<file path="src/rtl/hazard_scoreboard_if.sv">
// Decode-stage issue bus between the decoder and the hazard scoreboard.
// The decoder (master) presents the candidate instruction. The scoreboard
// (slave) answers with the stall decision, the operand forwarding selects
// and the count of in-flight results.
interface hazard_scoreboard_if #(
  parameter int REG_BITS = 5
);
  logic                issue_valid;
  logic                issue_we;
  logic                issue_is_load;
  logic [REG_BITS-1:0] issue_rd;
  logic [REG_BITS-1:0] issue_rs1;
  logic [REG_BITS-1:0] issue_rs2;
  logic                issue_rs1_used;
  logic                issue_rs2_used;
  logic                flush;
  logic                stall;
  logic [1:0]          fwd1;
  logic [1:0]          fwd2;
  logic [REG_BITS:0]   pending_cnt;

  modport master (
    output issue_valid, issue_we, issue_is_load, issue_rd, issue_rs1, issue_rs2,
           issue_rs1_used, issue_rs2_used, flush,
    input  stall, fwd1, fwd2, pending_cnt
  );

  modport slave (
    input  issue_valid, issue_we, issue_is_load, issue_rd, issue_rs1, issue_rs2,
           issue_rs1_used, issue_rs2_used, flush,
    output stall, fwd1, fwd2, pending_cnt
  );
endinterface

</file>
<file path="src/rtl/hazard_scoreboard.sv">
// Register hazard scoreboard for an in-order pipeline.
//
// Each architectural register has one entry with two fields:
// - rem: the number of cycles left until the register's value can be forwarded.
// - age: the number of cycles since it became forwardable. Age saturates at
//   FWD_DEPTH, which means the register file now holds the value.
//
// A producer with latency L is written with rem = L-1. The edge that records
// the issue also counts as the first elapsed cycle. A consumer issued right
// after an ALU producer (L=1) therefore sees rem=0 and forwards from stage 1.
// The WAW check compares the old entry's rem against the new producer's
// latency. The new entry is not stored as L-1 when this check is made.
//
// The bus interface must be instantiated with the same REG_BITS as this module.
module hazard_scoreboard #(
  parameter int REG_BITS  = 5,
  parameter int ALU_LAT   = 1,
  parameter int LOAD_LAT  = 2,
  parameter int FWD_DEPTH = 2
) (
  input logic                 clk,
  input logic                 rst,
  hazard_scoreboard_if.slave  bus
);

  localparam int NREGS = 2 ** REG_BITS;
  localparam int CW    = REG_BITS + 1;

  localparam logic [2:0] ALU_LAT3  = 3'(ALU_LAT);
  localparam logic [2:0] LOAD_LAT3 = 3'(LOAD_LAT);
  localparam logic [2:0] ALU_REM   = 3'(ALU_LAT - 1);
  localparam logic [2:0] LOAD_REM  = 3'(LOAD_LAT - 1);
  localparam logic [1:0] AGE_MAX   = 2'(FWD_DEPTH);

  logic [2:0]    rem_r      [NREGS];
  logic [1:0]    age_r      [NREGS];
  logic [2:0]    rem_nxt_s  [NREGS];
  logic [1:0]    age_nxt_s  [NREGS];
  logic [CW-1:0] pend_r;
  logic [CW-1:0] pend_nxt_s;

  logic          raw1_s;
  logic          raw2_s;
  logic          waw_s;
  logic          stall_s;
  logic          write_s;
  logic [2:0]    new_lat_s;
  logic [2:0]    write_rem_s;
  logic [1:0]    fwd1_s;
  logic [1:0]    fwd2_s;

  // Operand source for one read port. The register file is the source when
  // the port is unused, reads r0, the value is still in flight, or the value
  // has already retired from the forwarding network.
  function automatic logic [1:0] fwd_sel(input logic used, input logic [REG_BITS-1:0] src,
                                         input logic [2:0] rem, input logic [1:0] age);
    logic [1:0] sel;
    if (!used || (src == {REG_BITS{1'b0}}) || (rem != 3'd0) || (age >= AGE_MAX)) begin
      sel = 2'd0;
    end else begin
      sel = age + 2'd1;
    end
    return sel;
  endfunction

  // Hazard detection against the pre-update entry state; flush masks stall.
  always_comb begin
    raw1_s      = bus.issue_rs1_used && (bus.issue_rs1 != {REG_BITS{1'b0}}) &&
                  (rem_r[bus.issue_rs1] != 3'd0);
    raw2_s      = bus.issue_rs2_used && (bus.issue_rs2 != {REG_BITS{1'b0}}) &&
                  (rem_r[bus.issue_rs2] != 3'd0);
    new_lat_s   = bus.issue_is_load ? LOAD_LAT3 : ALU_LAT3;
    write_rem_s = bus.issue_is_load ? LOAD_REM : ALU_REM;
    waw_s       = bus.issue_we && (bus.issue_rd != {REG_BITS{1'b0}}) &&
                  (rem_r[bus.issue_rd] > new_lat_s);
    if (bus.flush) begin
      stall_s = 1'b0;
    end else begin
      stall_s = bus.issue_valid && (raw1_s || raw2_s || waw_s);
    end
    write_s = bus.issue_valid && !stall_s && !bus.flush && bus.issue_we &&
              (bus.issue_rd != {REG_BITS{1'b0}});
    fwd1_s  = fwd_sel(bus.issue_rs1_used, bus.issue_rs1, rem_r[bus.issue_rs1], age_r[bus.issue_rs1]);
    fwd2_s  = fwd_sel(bus.issue_rs2_used, bus.issue_rs2, rem_r[bus.issue_rs2], age_r[bus.issue_rs2]);
  end

  // Per-entry next state and the post-update count of in-flight entries.
  always_comb begin
    pend_nxt_s = {CW{1'b0}};
    for (int r = 0; r < NREGS; r++) begin
      if ((r == 0) || bus.flush) begin
        rem_nxt_s[r] = 3'd0;
        age_nxt_s[r] = AGE_MAX;
      end else if (write_s && (bus.issue_rd == REG_BITS'(r))) begin
        rem_nxt_s[r] = write_rem_s;
        age_nxt_s[r] = 2'd0;
      end else if (rem_r[r] != 3'd0) begin
        rem_nxt_s[r] = rem_r[r] - 3'd1;
        age_nxt_s[r] = age_r[r];
      end else if (age_r[r] < AGE_MAX) begin
        rem_nxt_s[r] = 3'd0;
        age_nxt_s[r] = age_r[r] + 2'd1;
      end else begin
        rem_nxt_s[r] = 3'd0;
        age_nxt_s[r] = age_r[r];
      end
      if (rem_nxt_s[r] != 3'd0) begin
        pend_nxt_s = pend_nxt_s + CW'(1);
      end else begin
        pend_nxt_s = pend_nxt_s;
      end
    end
  end

  // Scoreboard state and pending count; reset leaves every register clean.
  always_ff @(posedge clk or posedge rst) begin
    if (rst) begin
      for (int r = 0; r < NREGS; r++) begin
        rem_r[r] <= 3'd0;
        age_r[r] <= AGE_MAX;
      end
      pend_r <= {CW{1'b0}};
    end else begin
      for (int r = 0; r < NREGS; r++) begin
        rem_r[r] <= rem_nxt_s[r];
        age_r[r] <= age_nxt_s[r];
      end
      pend_r <= pend_nxt_s;
    end
  end

  assign bus.stall       = stall_s;
  assign bus.fwd1        = fwd1_s;
  assign bus.fwd2        = fwd2_s;
  assign bus.pending_cnt = pend_r;

endmodule

</file>
<file path="src/flat_wrapper.sv">
// flat-port wrapper written by rule: the top's interface ports become plain ports
module hazard_scoreboard_flat 
#(
  parameter int REG_BITS  = 5,
  parameter int ALU_LAT   = 1,
  parameter int LOAD_LAT  = 2,
  parameter int FWD_DEPTH = 2
)
  (clk, rst, bus_issue_valid, bus_issue_we, bus_issue_is_load, bus_issue_rd, bus_issue_rs1, bus_issue_rs2, bus_issue_rs1_used, bus_issue_rs2_used, bus_flush, bus_stall, bus_fwd1, bus_fwd2, bus_pending_cnt);
  hazard_scoreboard_if #(.REG_BITS(REG_BITS)) bus_i ();
  input logic clk;
  input logic rst;
  input wire logic [$bits(bus_i.issue_valid)-1:0] bus_issue_valid;
  input wire logic [$bits(bus_i.issue_we)-1:0] bus_issue_we;
  input wire logic [$bits(bus_i.issue_is_load)-1:0] bus_issue_is_load;
  input wire logic [$bits(bus_i.issue_rd)-1:0] bus_issue_rd;
  input wire logic [$bits(bus_i.issue_rs1)-1:0] bus_issue_rs1;
  input wire logic [$bits(bus_i.issue_rs2)-1:0] bus_issue_rs2;
  input wire logic [$bits(bus_i.issue_rs1_used)-1:0] bus_issue_rs1_used;
  input wire logic [$bits(bus_i.issue_rs2_used)-1:0] bus_issue_rs2_used;
  input wire logic [$bits(bus_i.flush)-1:0] bus_flush;
  output wire logic [$bits(bus_i.stall)-1:0] bus_stall;
  output wire logic [$bits(bus_i.fwd1)-1:0] bus_fwd1;
  output wire logic [$bits(bus_i.fwd2)-1:0] bus_fwd2;
  output wire logic [$bits(bus_i.pending_cnt)-1:0] bus_pending_cnt;
  assign bus_i.issue_valid = bus_issue_valid;
  assign bus_i.issue_we = bus_issue_we;
  assign bus_i.issue_is_load = bus_issue_is_load;
  assign bus_i.issue_rd = bus_issue_rd;
  assign bus_i.issue_rs1 = bus_issue_rs1;
  assign bus_i.issue_rs2 = bus_issue_rs2;
  assign bus_i.issue_rs1_used = bus_issue_rs1_used;
  assign bus_i.issue_rs2_used = bus_issue_rs2_used;
  assign bus_i.flush = bus_flush;
  assign bus_stall = bus_i.stall;
  assign bus_fwd1 = bus_i.fwd1;
  assign bus_fwd2 = bus_i.fwd2;
  assign bus_pending_cnt = bus_i.pending_cnt;
  hazard_scoreboard #(.REG_BITS(REG_BITS), .ALU_LAT(ALU_LAT), .LOAD_LAT(LOAD_LAT), .FWD_DEPTH(FWD_DEPTH)) u_core (.clk(clk), .rst(rst), .bus(bus_i));
endmodule
</file>
<file path="config.mk">
export PLATFORM = sky130hd
export DESIGN_NAME = hazard_scoreboard_flat
export DESIGN_NICKNAME = d
export VERILOG_FILES = /design/src/rtl/hazard_scoreboard_if.sv /design/src/rtl/hazard_scoreboard.sv /design/src/flat_wrapper.sv
export SDC_FILE = /design/constraint.sdc
export NUM_CORES = 1
export LEC_CHECK = 0
export ABC_CLOCK_PERIOD_IN_PS = 29700
export CAP_MARGIN = 20
export CORE_UTILIZATION = 60
export CTS_BUF_LIST = sky130_fd_sc_hd__clkbuf_4
export DETAILED_ROUTE_END_ITERATION = 10
export MAX_ROUTING_LAYER = met4
export PLACE_DENSITY = 0.82
export SLEW_MARGIN = 30
export SYNTH_ARGS = -nofsm -noshare
export SYNTH_HDL_FRONTEND = slang
export SYNTH_SLANG_ARGS = --single-unit
export TNS_END_PERCENT = 20
</file>
<file path="constraint.sdc">
create_clock -name clk -period 29.7 [get_ports clk]
set_input_delay 7.425 -clock clk [delete_from_list [all_inputs] [get_ports clk]]
set_output_delay 7.425 -clock clk [all_outputs]
set_load 0.1 [all_outputs]
</file>
==> summary.txt <==
Drt
  – Via count: 14700
  – Average detailed-routed wire length per instance: 23.1 µm
  – Number of DRC markers after the initial detailed-route iteration: 1899
  – DRC violation count after routing: 1
  – Number of iterations in the first detailed-routing pass: 11
  – Drt total wl: 49500 µm
  – Antenna-violating nets left: 0
  – Via density per instance: 6.87

Clock tree
  – Clock tree from TritonCTS: yes
  – Count of hold buffers inserted by post-cts repair: 0
  – Skew-Pair Late Insertion Delay: 0.62 ns
  – Worst-path clk slew: 0.15 ns
  – Clock buffer count from CTS: 17
  – Clock root buffer: sky130_fd_sc_hd__clkbuf_4
  – CTS sink count: 161
  – Maximum buffer depth of the clock tree: 2
  – Deepest level of the CTS H-tree: 4

Worst setup path
  – Cell mode on critical path: sky130_fd_sc_hd__ha_1
  – Setup slack on the worst flop-to-flop path: 7.67 ns
  – RR Endpoint: u_core.bus.pending_cnt[5]
  – Worst setup path start: bus_issue_rd[1]
  – Crit. End Element: register
  – Worst EP required: 30.20 ns
  – Worst path max stage delay: 0.51 ns
  – Reg2Reg Launch Point: u_core.rem_r[61]
  – Worst setup SP type: input pin
  – Worst Path Arrival: 29.09 ns
  – Critical path start-end classification: in2reg
  – Slowest-stage cell, CP: sky130_fd_sc_hd__mux4_2
  – Register-to-Register Path Depth: 107
  – Timing endpoint of the critical path: u_core.bus.pending_cnt[5]
  – Critical path peak fanout: 17

Synth
  – Ys flop type: sky130_fd_sc_hd__dfrtp_1
  – Number of unique standard cell types used by synthesis: 90
  – Parity-gate share of the synthesized area counting xor and xnor cells: 0.104
  – Area fraction in compound gates after synthesis: 0.145
  – Synth Cell Area: 15800 µm²
  – Post-synth EDFFs: 0
  – Post-synthesis instance total: 1785
  – Seq/Total Area, Yosys: 0.258
  – Post-synthesis adder-cell area fraction: 0.0775
  – Mean Syn Cell Area: 8.83 µm²
  – Main combinational cell family by area after synthesis: simple AND/OR/NAND/NOR gates
  – Area fraction in and, or, nand and nor cells after synthesis: 0.235
  – Asr flop ratio synth: 1.00
  – Nets in the synthesized netlist: 1904
  – Warnings from Yosys: 0
  – Mux contribution to synthesized area: 0.134
  – Number of synthesized register bits: 161

STA
  – Number of endpoints with negative hold slack in the final report: 0
  – Max-slew headroom: 0.340
  – Final critical path time including I/O delays and setup: 28.59 ns
  – Final Setup Violations: 0
  – Worst clock skew: 0.0355 ns
  – Final slew viol count: 0
  – Setup slack after layout: 1.11 ns
  – Final period util: 0.963
  – Transition time at the pin with the least slew margin: 0.987 ns
  – Fmax: 35.0 MHz

Outcome
  – Failing checks: DRC
  – Outcome: finished with violations

Floorplanning
  – Die Area: 26900 µm²
  – Rows: 58
  – IO Count: 34
  – Starting Density: 0.619
  – Vert. Die Dim: 164 µm
  – Width of the chip: 164 µm
  – Core region area: 25500 µm²

Finish
  – Leading cell type in the layout, fill and taps excluded: sky130_fd_sc_hd__nand2_1
  – Fin nets: 1916
  – Layout cells sized above 1: 0.145
  – Summed area of non-filler cells in the final layout: 17000 µm²
  – Relative area change from synthesis to final layout: 7.73%
  – Most used cells in the layout excluding fill and tap cells: sky130_fd_sc_hd__nand2_1 (158), sky130_fd_sc_hd__nor2_1 (135), sky130_fd_sc_hd__dfrtp_1 (130)

GRT
  – Total track usage: 0.390
  – Pin count of the biggest net entering global routing: 87
  – Wire length of the first global-routing pass: 78100 µm
  – Antenna violations before repair: 3
  – Number of global-route vias before repair: 14300
  – Residual overflow from global routing: 0

Power and ir drop
  – VDD IR-drop max: 0.0198 mV
  – Power density of the placed cells: 25.8 nW/µm²
  – Leakage: 7.38 nW

Place
  – Last weighted congestion value of the routability-driven placer: 1.03
  – Pre-CTS setup slack: -0.538 ns
  – Area of placed instances: 16400 µm²
  – HPWL Detailed: 36900 µm
  – IO buf count: 33

Min path
  – Hold Path Class: reg2reg

Job
  – Max cap viols: 0
-- report_power, final --
| group | internal (mW) | switching (mW) | leakage (nW) | total, mW |
|---|---|---|---|---|
| logic | 0.0190 | 0.0417 | 5.07 | 0.0607 |
| clock network | 0.0613 | 0.0947 | 0.174 | 0.156 |
| registers | 0.220 | 0.000457 | 2.14 | 0.220 |
| total | 0.300 | 0.137 | 7.38 | 0.437 |
-- synth_stat cells (6+ instances only) --
| cell | count | share of area |
|---|---|---|
| sky130_fd_sc_hd__or3b_2 | 6 | 0.0033 |
| sky130_fd_sc_hd__a31oi_1 | 10 | 0.0040 |
| sky130_fd_sc_hd__nor2_1 | 136 | 0.032 |
| sky130_fd_sc_hd__ha_1 | 96 | 0.076 |
| sky130_fd_sc_hd__o311ai_0 | 6 | 0.0033 |
| sky130_fd_sc_hd__buf_2 | 10 | 0.0032 |
| sky130_fd_sc_hd__mux4_2 | 64 | 0.091 |
| sky130_fd_sc_hd__a211oi_1 | 34 | 0.016 |
| sky130_fd_sc_hd__inv_1 | 99 | 0.024 |
| sky130_fd_sc_hd__clkbuf_1 | 58 | 0.014 |
| sky130_fd_sc_hd__a22oi_1 | 6 | 0.0029 |
| sky130_fd_sc_hd__or3_1 | 37 | 0.015 |
| sky130_fd_sc_hd__nor3b_1 | 29 | 0.014 |
| sky130_fd_sc_hd__a21oi_1 | 118 | 0.037 |
| sky130_fd_sc_hd__o21a_1 | 7 | 0.0033 |
| sky130_fd_sc_hd__o31ai_1 | 10 | 0.0048 |
| sky130_fd_sc_hd__and2_1 | 16 | 0.0064 |
| sky130_fd_sc_hd__xnor3_1 | 11 | 0.016 |
| sky130_fd_sc_hd__o21ai_0 | 70 | 0.022 |
| sky130_fd_sc_hd__nor4_1 | 30 | 0.012 |
| sky130_fd_sc_hd__dfstp_2 | 31 | 0.052 |
| sky130_fd_sc_hd__and3_1 | 37 | 0.015 |
| sky130_fd_sc_hd__nor3_1 | 77 | 0.024 |
| sky130_fd_sc_hd__nand2b_1 | 31 | 0.012 |
| sky130_fd_sc_hd__xnor2_1 | 95 | 0.053 |
| sky130_fd_sc_hd__mux2_2 | 26 | 0.019 |
| sky130_fd_sc_hd__xor2_1 | 31 | 0.017 |
| sky130_fd_sc_hd__buf_1 | 12 | 0.0029 |
| sky130_fd_sc_hd__nand2_1 | 159 | 0.038 |
| sky130_fd_sc_hd__buf_4 | 6 | 0.0029 |
| sky130_fd_sc_hd__or2_2 | 12 | 0.0048 |
| sky130_fd_sc_hd__or4_1 | 9 | 0.0043 |
| sky130_fd_sc_hd__nor4b_1 | 7 | 0.0039 |
| sky130_fd_sc_hd__o22ai_1 | 12 | 0.0048 |
| sky130_fd_sc_hd__nand4_1 | 15 | 0.0060 |
| sky130_fd_sc_hd__dfrtp_1 | 130 | 0.21 |
| sky130_fd_sc_hd__nor2b_1 | 48 | 0.019 |
| sky130_fd_sc_hd__a221oi_1 | 10 | 0.0056 |
| sky130_fd_sc_hd__a32oi_1 | 6 | 0.0033 |
| sky130_fd_sc_hd__nand3_1 | 35 | 0.011 |
| sky130_fd_sc_hd__mux2i_1 | 36 | 0.023 |
-- cell type report --
cell class / instances / area [µm²]
Clock inverter: 15 / 195
Inverter: 101 / 390
Tap cell: 330 / 413
Clock buffer: 17 / 128
Fill cell: 2049 / 8500
Sequential cell: 161 / 4070
Multi-Input combinational cell: 1436 / 11000
Antenna cell: 3 / 7.51
Timing Repair Buffer: 80 / 733
-- stage by stage --
| step | utilization | cells | power (mW) | hold slack (ns) | setup TNS [ns] |
|---|---|---|---|---|---|
| after floorplan | - | 1785 | 0.261 | 0.527 | 0 |
| after global placement | 0.643 | 2094 | 0.280 | 0.543 | 0 |
| after detailed placement | 0.645 | 2095 | 0.281 | 0.562 | -0.876 |
| after CTS | 0.657 | 2127 | 0.433 | 0.584 | 0 |
| after global routing | 0.666 | 2142 | 0.450 | 0.610 | -0.149 |
| final | 0.666 | 2143 | 0.437 | 0.582 | 0 |
-- sequential cells by signal (all words and copies together) (netlist names) --
register and flops:
u_core.age_r 62, u_core.bus.pending_cnt 6, u_core.rem_r 93
-- worst min-delay path by stage --
stage | depth (start not counted) | to | from
2_1_floorplan | 2 | u_core.age_r[1] | u_core.age_r[1]
3_3_place_gp | 2 | u_core.age_r[3] | u_core.age_r[3]
3_5_place_dp | 2 | u_core.age_r[53] | u_core.age_r[53]
4_1_cts | 2 | u_core.age_r[53] | u_core.age_r[53]
5_1_grt | 2 | u_core.age_r[3] | u_core.age_r[3]
6_report | 2 | u_core.age_r[3] | u_core.age_r[3]
-- cell families (layout without fill, tap and decap cells) --
logic type / after synthesis / count (layout)
AND/OR/NAND/NOR: 706 / 706
AO/OA/AOI/OAI: 355 / 355
buffers and inverters: 188 / 213
flip-flops: 161 / 161
XOR/XNOR: 150 / 150
multiplexers: 127 / 127
adder cells (fa/ha/maj): 98 / 98
other: 0 / 3
-- layer usage --
metal,GRT usage,share of wire,vias up
met5,-,0,-
met4,0.210,0.060,0
met3,0.101,0.10,223
met2,0.597,0.46,866
met1,0.472,0.38,7124
li1,-,-,6511
-- critical path, delay by kind of cell --
kind	cells	cell delay (ns)
AO/OA/AOI/OAI	30	4.54
AND/OR/NAND/NOR	31	3.84
XOR/XNOR	1	0.18
buffers and inverters	6	0.67
adder cells (fa/ha/maj)	29	8.94
multiplexers	12	3.50
-- repair_timing --
action                     CTS  global route
gates resized for setup      0            31
setup endpoints to repair    0             5
buffers inserted             0            12
Power figures use the tool's default switching activity.
